[config.mk]
export PLATFORM = sky130hd
export DESIGN_NAME = time_display
export DESIGN_NICKNAME = d
export VERILOG_FILES = /design/src/rtl/time_display.sv
export SDC_FILE = /design/constraint.sdc
export NUM_CORES = 1
export LEC_CHECK = 0
export CORE_MARGIN = 8
export CORE_UTILIZATION = 50
export DETAILED_ROUTE_END_ITERATION = 8
export DONT_BUFFER_PORTS = 1
export PLACE_DENSITY = 0.68
export SLEW_MARGIN = 20
export SYNTH_ARGS = -nofsm -noshare
export SYNTH_HDL_FRONTEND = slang
export SYNTH_SLANG_ARGS = --single-unit
[constraint.sdc]
create_clock -name Clock_5K -period 2.25 [get_ports Clock_5K]
set_input_delay 0.1125 -clock Clock_5K [delete_from_list [all_inputs] [get_ports Clock_5K]]
set_output_delay 0.1125 -clock Clock_5K [all_outputs]
set_load 0.005 [all_outputs]
[src/rtl/time_display.sv]
// time_display: six-digit multiplexed seven-segment driver for the
// alarm-clock / stopwatch core. Once per display frame the time inputs are
// snapshotted and converted from binary to BCD by a repeated-subtraction
// engine. The result goes into a display buffer in a single cycle, and the
// buffer is scanned onto common-anode digits.
//
// Handshake / timing contract: there is no valid/ready pair on this block.
// The time inputs are sampled only in the LATCH cycle, and the display
// buffer changes only in the COMMIT cycle. Any change on Hours/Mins/Secs/
// MSecs/Control/AM_PM outside LATCH is invisible until the next frame.
// Alarm is sampled every cycle by the blink logic.
//
// fsm_state exposes the conversion FSM (0 IDLE, 1 LATCH, 2 CONV, 3 COMMIT)
// so that checkers can bind to it.

module time_display #(
  parameter int SCAN_DIV      = 10,    // cycles per digit slot, >= 7
  parameter int BLINK_DIV     = 2500,  // cycles per blink half-period, >= 2
  parameter bit LEADING_BLANK = 1'b1   // blank zero hours-tens in clock mode
) (
  input  logic       Clock_5K,
  input  logic       Reset,
  input  logic       Control,
  input  logic [3:0] Hours,
  input  logic [5:0] Mins,
  input  logic [5:0] Secs,
  input  logic [9:0] MSecs,
  input  logic       AM_PM,
  input  logic       Alarm,
  output logic [6:0] Seg,
  output logic       Dp,
  output logic [5:0] Digit_En,
  output logic       Alarm_Led,
  output logic [1:0] fsm_state
);

  localparam int PRE_W = (SCAN_DIV > 1) ? $clog2(SCAN_DIV) : 1;
  localparam int BLK_W = (BLINK_DIV > 1) ? $clog2(BLINK_DIV) : 1;

  typedef enum logic [1:0] {
    ST_IDLE   = 2'd0,
    ST_LATCH  = 2'd1,
    ST_CONV   = 2'd2,
    ST_COMMIT = 2'd3
  } state_t;

  // ---------------------------------------------------------------------
  // Scan timing
  // ---------------------------------------------------------------------
  logic [PRE_W-1:0] pre_cnt;
  logic [2:0]       slot;
  logic             pre_wrap;
  logic             frame_wrap;

  assign pre_wrap   = (pre_cnt == PRE_W'(SCAN_DIV - 1));
  assign frame_wrap = pre_wrap && (slot == 3'd5);

  // Prescaler counts within a slot; the slot index advances on its wrap.
  always_ff @(posedge Clock_5K or negedge Reset) begin
    if (!Reset) begin
      pre_cnt <= '0;
      slot    <= 3'd0;
    end else if (pre_wrap) begin
      pre_cnt <= '0;
      slot    <= (slot == 3'd5) ? 3'd0 : slot + 3'd1;
    end else begin
      pre_cnt <= pre_cnt + PRE_W'(1);
    end
  end

  // ---------------------------------------------------------------------
  // Conversion FSM
  // ---------------------------------------------------------------------
  state_t state;
  state_t next_state;
  logic   latch_en;
  logic   conv_en;
  logic   commit_en;
  logic   conv_done;
  logic   hund_step;

  // Conversion datapath registers
  logic       snap_mode;   // 1 = clock mode
  logic       snap_ampm;
  logic [5:0] snap_f1;     // second field (Mins or Secs)
  logic [9:0] snap_f2;     // third field (Secs or MSecs)
  logic [9:0] work;        // remainder of the field being converted
  logic [1:0] field;       // 0..2, field being converted
  logic [3:0] tens;        // subtract-by-10 count
  logic [3:0] hund;        // subtract-by-100 count (stopwatch MSecs only)
  logic       hund_phase;  // still subtracting 100 on the MSecs field
  logic [3:0] conv_d [0:5];

  // Display buffer
  logic [3:0] disp_d [0:5];
  logic       disp_mode;
  logic       disp_ampm;

  // The MSecs field in stopwatch mode first peels off hundreds.
  assign hund_step = conv_en && (field == 2'd2) && !snap_mode && hund_phase;

  // Last finalize cycle: third field, no hundreds left, remainder below 10.
  assign conv_done = conv_en && (field == 2'd2) && !hund_step
                     && (work < 10'd10);

  // State register.
  always_ff @(posedge Clock_5K or negedge Reset) begin
    if (!Reset) state <= ST_IDLE;
    else        state <= next_state;
  end

  // Next-state logic: one conversion per frame, started at the 5->0 wrap.
  always_comb begin
    next_state = state;
    case (state)
      ST_IDLE:   if (frame_wrap) next_state = ST_LATCH;
      ST_LATCH:  next_state = ST_CONV;
      ST_CONV:   if (conv_done) next_state = ST_COMMIT;
      ST_COMMIT: next_state = ST_IDLE;
      default:   next_state = ST_IDLE;
    endcase
  end

  // FSM output decode.
  always_comb begin
    latch_en  = 1'b0;
    conv_en   = 1'b0;
    commit_en = 1'b0;
    case (state)
      ST_LATCH:  latch_en  = 1'b1;
      ST_CONV:   conv_en   = 1'b1;
      ST_COMMIT: commit_en = 1'b1;
      default:   ;
    endcase
  end

  assign fsm_state = state;

  // Snapshot and repeated-subtraction BCD conversion. The first field is
  // loaded straight into the work register at LATCH; the other two are
  // held in snapshot registers until their turn.
  always_ff @(posedge Clock_5K or negedge Reset) begin
    if (!Reset) begin
      snap_mode  <= 1'b1;
      snap_ampm  <= 1'b0;
      snap_f1    <= '0;
      snap_f2    <= '0;
      work       <= '0;
      field      <= 2'd0;
      tens       <= 4'd0;
      hund       <= 4'd0;
      hund_phase <= 1'b0;
      for (int i = 0; i < 6; i++) conv_d[i] <= 4'd0;
    end else if (latch_en) begin
      snap_mode  <= Control;
      snap_ampm  <= AM_PM;
      snap_f1    <= Control ? Mins : Secs;
      snap_f2    <= Control ? {4'd0, Secs} : MSecs;
      work       <= Control ? {6'd0, Hours} : {4'd0, Mins};
      field      <= 2'd0;
      tens       <= 4'd0;
      hund       <= 4'd0;
      hund_phase <= 1'b1;
    end else if (conv_en) begin
      if (hund_step) begin
        if (work >= 10'd100) begin
          work <= work - 10'd100;
          hund <= hund + 4'd1;
        end else begin
          hund_phase <= 1'b0;
        end
      end else if (work >= 10'd10) begin
        work <= work - 10'd10;
        tens <= tens + 4'd1;
      end else begin
        // Finalize the current field and load the next one.
        tens  <= 4'd0;
        field <= field + 2'd1;
        case (field)
          2'd0: begin
            conv_d[0] <= tens;
            conv_d[1] <= work[3:0];
            work      <= {4'd0, snap_f1};
          end
          2'd1: begin
            conv_d[2] <= tens;
            conv_d[3] <= work[3:0];
            work      <= snap_f2;
          end
          default: begin
            if (snap_mode) begin
              conv_d[4] <= tens;
              conv_d[5] <= work[3:0];
            end else begin
              // Hundredths of a second: hundreds and tens of ms,
              // the ms units remainder is dropped.
              conv_d[4] <= hund;
              conv_d[5] <= tens;
            end
          end
        endcase
      end
    end
  end

  // Display buffer: all six digits plus mode and AM/PM change together.
  always_ff @(posedge Clock_5K or negedge Reset) begin
    if (!Reset) begin
      for (int i = 0; i < 6; i++) disp_d[i] <= 4'd0;
      disp_mode <= 1'b1;
      disp_ampm <= 1'b0;
    end else if (commit_en) begin
      for (int i = 0; i < 6; i++) disp_d[i] <= conv_d[i];
      disp_mode <= snap_mode;
      disp_ampm <= snap_ampm;
    end
  end

  // ---------------------------------------------------------------------
  // Alarm blink
  // ---------------------------------------------------------------------
  logic [BLK_W-1:0] blink_cnt;
  logic             blink_on;

  // Phase toggles every BLINK_DIV cycles while Alarm is high; cleared to
  // the on phase whenever Alarm is low so each alarm starts lit.
  always_ff @(posedge Clock_5K or negedge Reset) begin
    if (!Reset) begin
      blink_cnt <= '0;
      blink_on  <= 1'b1;
    end else if (!Alarm) begin
      blink_cnt <= '0;
      blink_on  <= 1'b1;
    end else if (blink_cnt == BLK_W'(BLINK_DIV - 1)) begin
      blink_cnt <= '0;
      blink_on  <= ~blink_on;
    end else begin
      blink_cnt <= blink_cnt + BLK_W'(1);
    end
  end

  // ---------------------------------------------------------------------
  // Segment decode and output stage
  // ---------------------------------------------------------------------
  function automatic logic [6:0] seg_decode(input logic [3:0] d);
    logic [6:0] p;
    case (d)
      4'd0:    p = 7'h40;
      4'd1:    p = 7'h79;
      4'd2:    p = 7'h24;
      4'd3:    p = 7'h30;
      4'd4:    p = 7'h19;
      4'd5:    p = 7'h12;
      4'd6:    p = 7'h02;
      4'd7:    p = 7'h78;
      4'd8:    p = 7'h00;
      4'd9:    p = 7'h10;
      default: p = 7'h7F;
    endcase
    return p;
  endfunction

  logic [3:0] cur_digit;
  logic       ghost;
  logic       lead_blank;
  logic       blink_off;
  logic [6:0] seg_nxt;
  logic [5:0] en_nxt;
  logic       dp_nxt;
  logic       led_nxt;

  // Next output values from the current slot, prescaler, buffer and blink.
  always_comb begin
    cur_digit  = disp_d[slot];
    ghost      = (pre_cnt == '0);
    lead_blank = LEADING_BLANK && disp_mode && (slot == 3'd0)
                 && (disp_d[0] == 4'd0);
    blink_off  = Alarm && !blink_on;
    seg_nxt    = (ghost || lead_blank) ? 7'h7F : seg_decode(cur_digit);
    en_nxt     = (ghost || blink_off) ? 6'h3F : ~(6'b100000 >> slot);
    dp_nxt     = 1'b1;
    if (!ghost) begin
      if ((slot == 3'd1) || (slot == 3'd3)) dp_nxt = 1'b0;
      if ((slot == 3'd5) && disp_mode && disp_ampm) dp_nxt = 1'b0;
    end
    led_nxt    = Alarm && blink_on;
  end

  // Registered pin drivers.
  always_ff @(posedge Clock_5K or negedge Reset) begin
    if (!Reset) begin
      Seg       <= 7'h7F;
      Dp        <= 1'b1;
      Digit_En  <= 6'h3F;
      Alarm_Led <= 1'b0;
    end else begin
      Seg       <= seg_nxt;
      Dp        <= dp_nxt;
      Digit_En  <= en_nxt;
      Alarm_Led <= led_nxt;
    end
  end

endmodule
Word level (Yosys, flattened, before mapping) --
Memories as Yosys holds them, arrays and structs flattened. Cells that the tools add are included.
Word-level totals: ROM bits 112, output and inout port bits 17, bits of input ports 31, register bits after elaboration 126, bits in writable memories 0, memories 1, word-level logic and storage cells 153, bits in latches 0
Memory list:
- (name not given) | depth 16, bits a word 7, rd ports 1, clocked after memory_dff 0, write ports 0, RTL line 247 | case (d)
Cells by class: equality and inequality tests 17, bitwise gates (word level) 7, muxes and demuxes 46, reduce and logical (&&, ||, !) cells 37, add/sub/neg operators 8, shift-type cells 1, $mul 0, $lt $le $gt $ge 4, div/mod/pow operators 0
Operators with widths (number):
- 10-bit 2-to-1 mux | 6
- 4-bit 2-to-1 mux | 11
- 12-bit 2-to-1 mux | 2
- 10-bit case mux with 2 select lines | 1
- 6-bit 2-to-1 mux | 3
- 5-bit AND reduction | 3
- 12-bit by 1-bit adder with 12-bit output, second input constant | 1
- 4-bit by 1-bit adder with 4-bit output, second input constant | 3
- 4-bit binary-select mux with 3-bit select | 1
- 12-bit equality test, second input constant | 1
- 1-bit logical AND | 12
- 1-bit 2-to-1 mux | 12
- 2-bit 2-to-1 mux | 6
- 3-bit AND reduction | 4
- 10-bit by 4-bit >= comparator with 1-bit output, second input constant | 1
- 10-bit by 7-bit >= comparator with 1-bit output, second input constant | 1
- 10-bit by 4-bit less-than comparator with 1-bit output, second input constant | 1
- 2-bit != test, second input constant | 5
- 10-bit by 4-bit subtractor with 10-bit output, second input constant | 1
- 10-bit by 7-bit subtractor with 10-bit output, second input constant | 1
- 4-bit zero test | 2
- 8-bit 2-to-1 mux | 1
- 2-bit case mux with 4 select lines | 1
- 7-bit 2-to-1 mux | 1
- 24 further kinds | 39

Logic depth before layout (Yosys ltp) --
word-level depth 10, gate-level depth with buffers 10, mapped depth without buffers 8

Worst setup path before layout --
Ideal clock, no wire load.
path type flip-flop to flip-flop, start point register state[0], in the netlist fsm_state[0], end point register conv_d[15] (netlist bit), cell stages (with the launch flop) 8, arrival time 2.100 ns, slack 0.022 ns, data required time 2.122 ns, path through dfrtp_1 inv_1 ha_1 and4b_1 buf_4 nor4_4 nand3_2 mux2_1
Between the ends: longest elaborated chain between the ends 7
RTL lines:
- from (decl) | RTL line 74 | state_t state;
- from (signal assigned) | RTL line 109 | else state <= next_state;
- 2-bit equality test | RTL line 129 | case (state)
- 1-bit 2-to-1 mux | RTL line 129
- 1-bit logical AND (3 in series) | RTL line 100 | assign hund_step = conv_en && (field == 2'd2) && !snap_mode && hund_phase;
- 1-bit inverter (no line)
- 5-bit AND reduction (no line) *
- to (decl) | RTL line 92 | logic [3:0] conv_d [0:5];
Mark *: on every way between the ends. The rest lies on a longest branch, timed or not. A chain may end at the register's enable or synchronous reset.

Final worst setup path --
start point register work[3], end point register work[0]
Between the ends: longest elaborated chain between the ends 5
RTL lines:
- from (decl) | RTL line 87 | logic [9:0] work;
- from (signal assigned) | RTL line 159 | work <= Control ? {6'd0, Hours} : {4'd0, Mins};
- from (signal assigned) | RTL line 167 | work <= work - 10'd100;
- from (signal assigned) | RTL line 173 | work <= work - 10'd10;
- 10-bit by 4-bit >= comparator with 1-bit output | RTL line 172 | end else if (work >= 10'd10) begin
- 10-bit 2-to-1 mux | RTL line 172
- 10-bit 2-to-1 mux | RTL line 165 | if (hund_step) begin
- 10-bit 2-to-1 mux | RTL line 164 | end else if (conv_en) begin
- 10-bit 2-to-1 mux | RTL line 154 | end else if (latch_en) begin
Parallel ways exist; a longest one is shown, timed or not. The select of a mux whose other input is x is not followed.

==> results.toml <==
[status]
status = "finished, violations left"
violations = "negative hold slack"

[finish]
diodes = 0
num-fill-cells = 1036
nets = 739
fin_cells = 871
syn2layout_area_growth_pct = 20.6
drive_above_1_share_pct = 22.3

[global_route]
grt_pass1_wl_mm = 26.1
grt_pass1_vias = 5115
overflow = 0
grt_usage_pct = 19.8
grt_max_degree = 127
grt_antenna_before_repair = 0

[setup_path]
cp_data_required_time_ns = 2.55
cp_data_arrival_time_ns = 2.44
critPathMaxFanout = 8
endpoint_kind = "flop"
ff2ff_path_depth = 6
path_buf_inv = 0
regToRegSetupSlack_ns = 0.11
timing.rr.end = "work[0]"
worst_setup_path_start_kind = "flop"
critPathSlowestCell = "dfrtp_2"
criticalPathCategory = "reg2reg"
crit_family = "simple AND/OR/NAND/NOR gates"
critPathMaxStageDelay_ns = 0.46
worstPathCellList = "ha_1, a21o_1, or3_4, nor3_2, o21ai_1, mux2_1"
r2r-start = "work[3]"

[placement]
hpwl_mm = 10.5
post-place-cells = 806
place_congestion = 0.901
port_buffers = 0
pre_cts_slack_ns = -0.00569

[sta]
report.final.slew_viol_count = 0
hold_ws_ns = -0.612
setup_tns_ns = 0
post-route-period-util_pct = 95.1
rsz0062_at_grt = "false"
hold_violations = 126
setup_viol_count_final = 0
fin_crit_ns = 2.14
worstMarginPinSlew_ns = 0.839
fmax_mhz = 467
skew_ns = 0.00716
relSlewSlack_pct = 43.9
postLayoutSetupSlackWorst_ns = 0.110

[logic_synthesis]
syn_avg_cell_area_um2 = 10.5
async_reset_ff_share_pct = 100
dominantRegCellSynth = "dfrtp_1"
synth-seq-cells = 126
yosysUniqueCellTypes = 71
synth_area_leaders = "dfrtp_1 42%, dfstp_2 6.9%, mux2i_1 6.6%, mux2_2 5.9%, ha_1 4.2%"
yosysWarnings = 0
syn-num-nets = 676
synth_edf_count = 0
syn_area_mm2 = 0.00652
synth_top_cell_area_share_pct = 41.8
yosysTopAreaCell = "dfrtp_1"
synthCells = 623
ys_seq_area_share_pct = 48.7

[clocking]
cts_tree = "done"
path_clk_slew_ns = 0.06
clk_latency_ns = 0.42
cts_buffers = 17
holdBufCountCts = 30
clockBufferDepth = 2
clock_sinks = 126
h-tree-depth = 4
clockRootBuffer = "clkbuf_16"

[pwr]
finalPower_w = 0.00503
power_density_mw_per_mm2 = 639
leakagePower_nw = 3.41
peakVddDrop_mv = 0.468

[drt]
vias = 4979
drt_first_pass_iters = 5
avgViaCountPerCell = 5.72
ant_nets = 0
drc = 0
wl_per_cell_um = 17.9
routed_wl_mm = 15.6
drt_iter0_markers = 331

[hold_path]
hp-class = "in2async"

[die]
dieArea_mm2 = 0.0169
io_pins = 48
die_h_um = 130
initial_utilization_pct = 51.5
die_w_um = 130
core-area_mm2 = 0.0127
rows = 41

[run]
cap_violations = 0
## area by class of cell
cell class	count	area (um^2)	share of cell area [%]
inverter	24	90.1	1.15
sequential	126	3180	40.4
multi-input combinational	439	3120	39.6
tap	172	215	2.74
clock inverter	11	109	1.38
timing repair buffer	78	673	8.56
clock buffer	21	480	6.11
## worst max-delay path by stage
stage / to / cells past startpoint / slack, ns / startpoint
after floorplan: conv_d[15] / 7 / 0.02 / fsm_state[0]
after global placement: conv_d[23] / 6 / 0.05 / field[0]
after detailed placement: conv_d[16] / 6 / -0.006 / field[0]
after CTS: Seg[2] / 5 / 0.002 / slot[1]
after global routing: Seg[3] / 9 / 0.002 / slot[0]
final: work[0] / 6 / 0.11 / work[3]
## state kept, by name, summed over array words and instances (netlist names), 2 cells and up
name	cells
fsm_state	2
work	10
hund	4
tens	4
Seg	7
Digit_En	6
slot	3
snap_f1	6
disp_d	24
field	2
pre_cnt	4
blink_cnt	12
conv_d	24
snap_f2	10
## metal layers
metal | track usage (%) | wire length, um | share of wire (%)
met1 | 23.3 | 6410 | 41
met2 | 34.4 | 8110 | 52
met3 | 4.00 | 729 | 4.7
met4 | 8.27 | 339 | 2.2
met5 | 0 | 0 | 0
## per-stage QoR
stage	util, %	instance area [um^2]	hold slack (ns)
CTS	61.6	7810	-0.622
floorplan	-	6520	-0.183
global placement	54.5	6910	-0.178
finish	62.1	7860	-0.612
global route	62.1	7860	-0.629
detailed placement	54.5	6910	-0.179
## where the power goes
| group | internal [W] | leakage [nW] | switching (W) | total (W) |
|---|---|---|---|---|
| logic | 0.0000603 | 1.56 | 0.0000304 | 0.0000908 |
| registers | 0.00227 | 1.57 | 0.00000491 | 0.00228 |
| clock network | 0.00164 | 0.278 | 0.00101 | 0.00266 |
## cells by family (layout without fill, tap and decap cells)
family          Yosys count  after routing  synth area share (%)
compound gates          135            135                  13.2
xor+xnor                 15             15                  2.02
flops                   126            126                  48.7
mux                      83             83                  13.7
fa+ha+maj                22             22                  4.22
simple gates            184            184                  14.3
buf+inv                  58            134                  3.97
## repair_timing
item                                   4_1_cts  5_1_grt
setup endpoints to repair                    9       23
setup buffers                                2        1
endpoints found under the hold margin      151      126
pin swaps                                    1        1
gates resized for setup                      0       12
## synthesized netlist by cell type (5+ instances only)
cell	n
dfrtp_1	109
nand2_1	56
nor2_1	46
mux2i_1	43
mux2_2	34
o21ai_0	30
a21oi_1	27
inv_1	23
ha_1	22
dfstp_2	17
o21ai_1	17
clkbuf_1	16
nand3_1	14
nor3_1	13
buf_2	9
xor2_1	8
o22ai_1	7
xnor2_1	7
nor2b_1	6
o31ai_1	6
a211oi_1	5
a31oi_1	5
and2_1	5
mux2_1	5
nand2b_1	5
nor3b_1	5
o211ai_1	5
## layout by cell type, fill, tap and decap left out, types with 4 or more instances in the layout
master | synthesis | routed
nand3_1 | 14 | 14
clkinv_4 | 0 | 4
mux2_2 | 34 | 34
nor2_1 | 46 | 46
o211ai_1 | 5 | 5
mux2_1 | 5 | 5
xnor2_1 | 7 | 7
nor2b_1 | 6 | 6
nand2_1 | 56 | 56
mux2i_1 | 43 | 43
nand4_1 | 4 | 4
dfrtp_1 | 109 | 106
o21ai_1 | 17 | 19
o22ai_1 | 7 | 7
clkinvlp_4 | 0 | 4
clkbuf_16 | 0 | 17
o21ai_0 | 30 | 28
buf_4 | 1 | 47
and3_1 | 4 | 4
a21oi_1 | 27 | 27
nor3b_1 | 5 | 5
xor2_1 | 8 | 8
dfstp_2 | 17 | 17
inv_1 | 23 | 23
nand2b_1 | 5 | 5
clkbuf_8 | 0 | 4
and2_1 | 5 | 5
nor3_1 | 13 | 13
dlygate4sd3_1 | 0 | 30
ha_1 | 22 | 21
or2_2 | 4 | 4
a31oi_1 | 5 | 5
o31ai_1 | 6 | 5
o2bb2ai_1 | 4 | 4
Power figures use the tool's default switching activity.
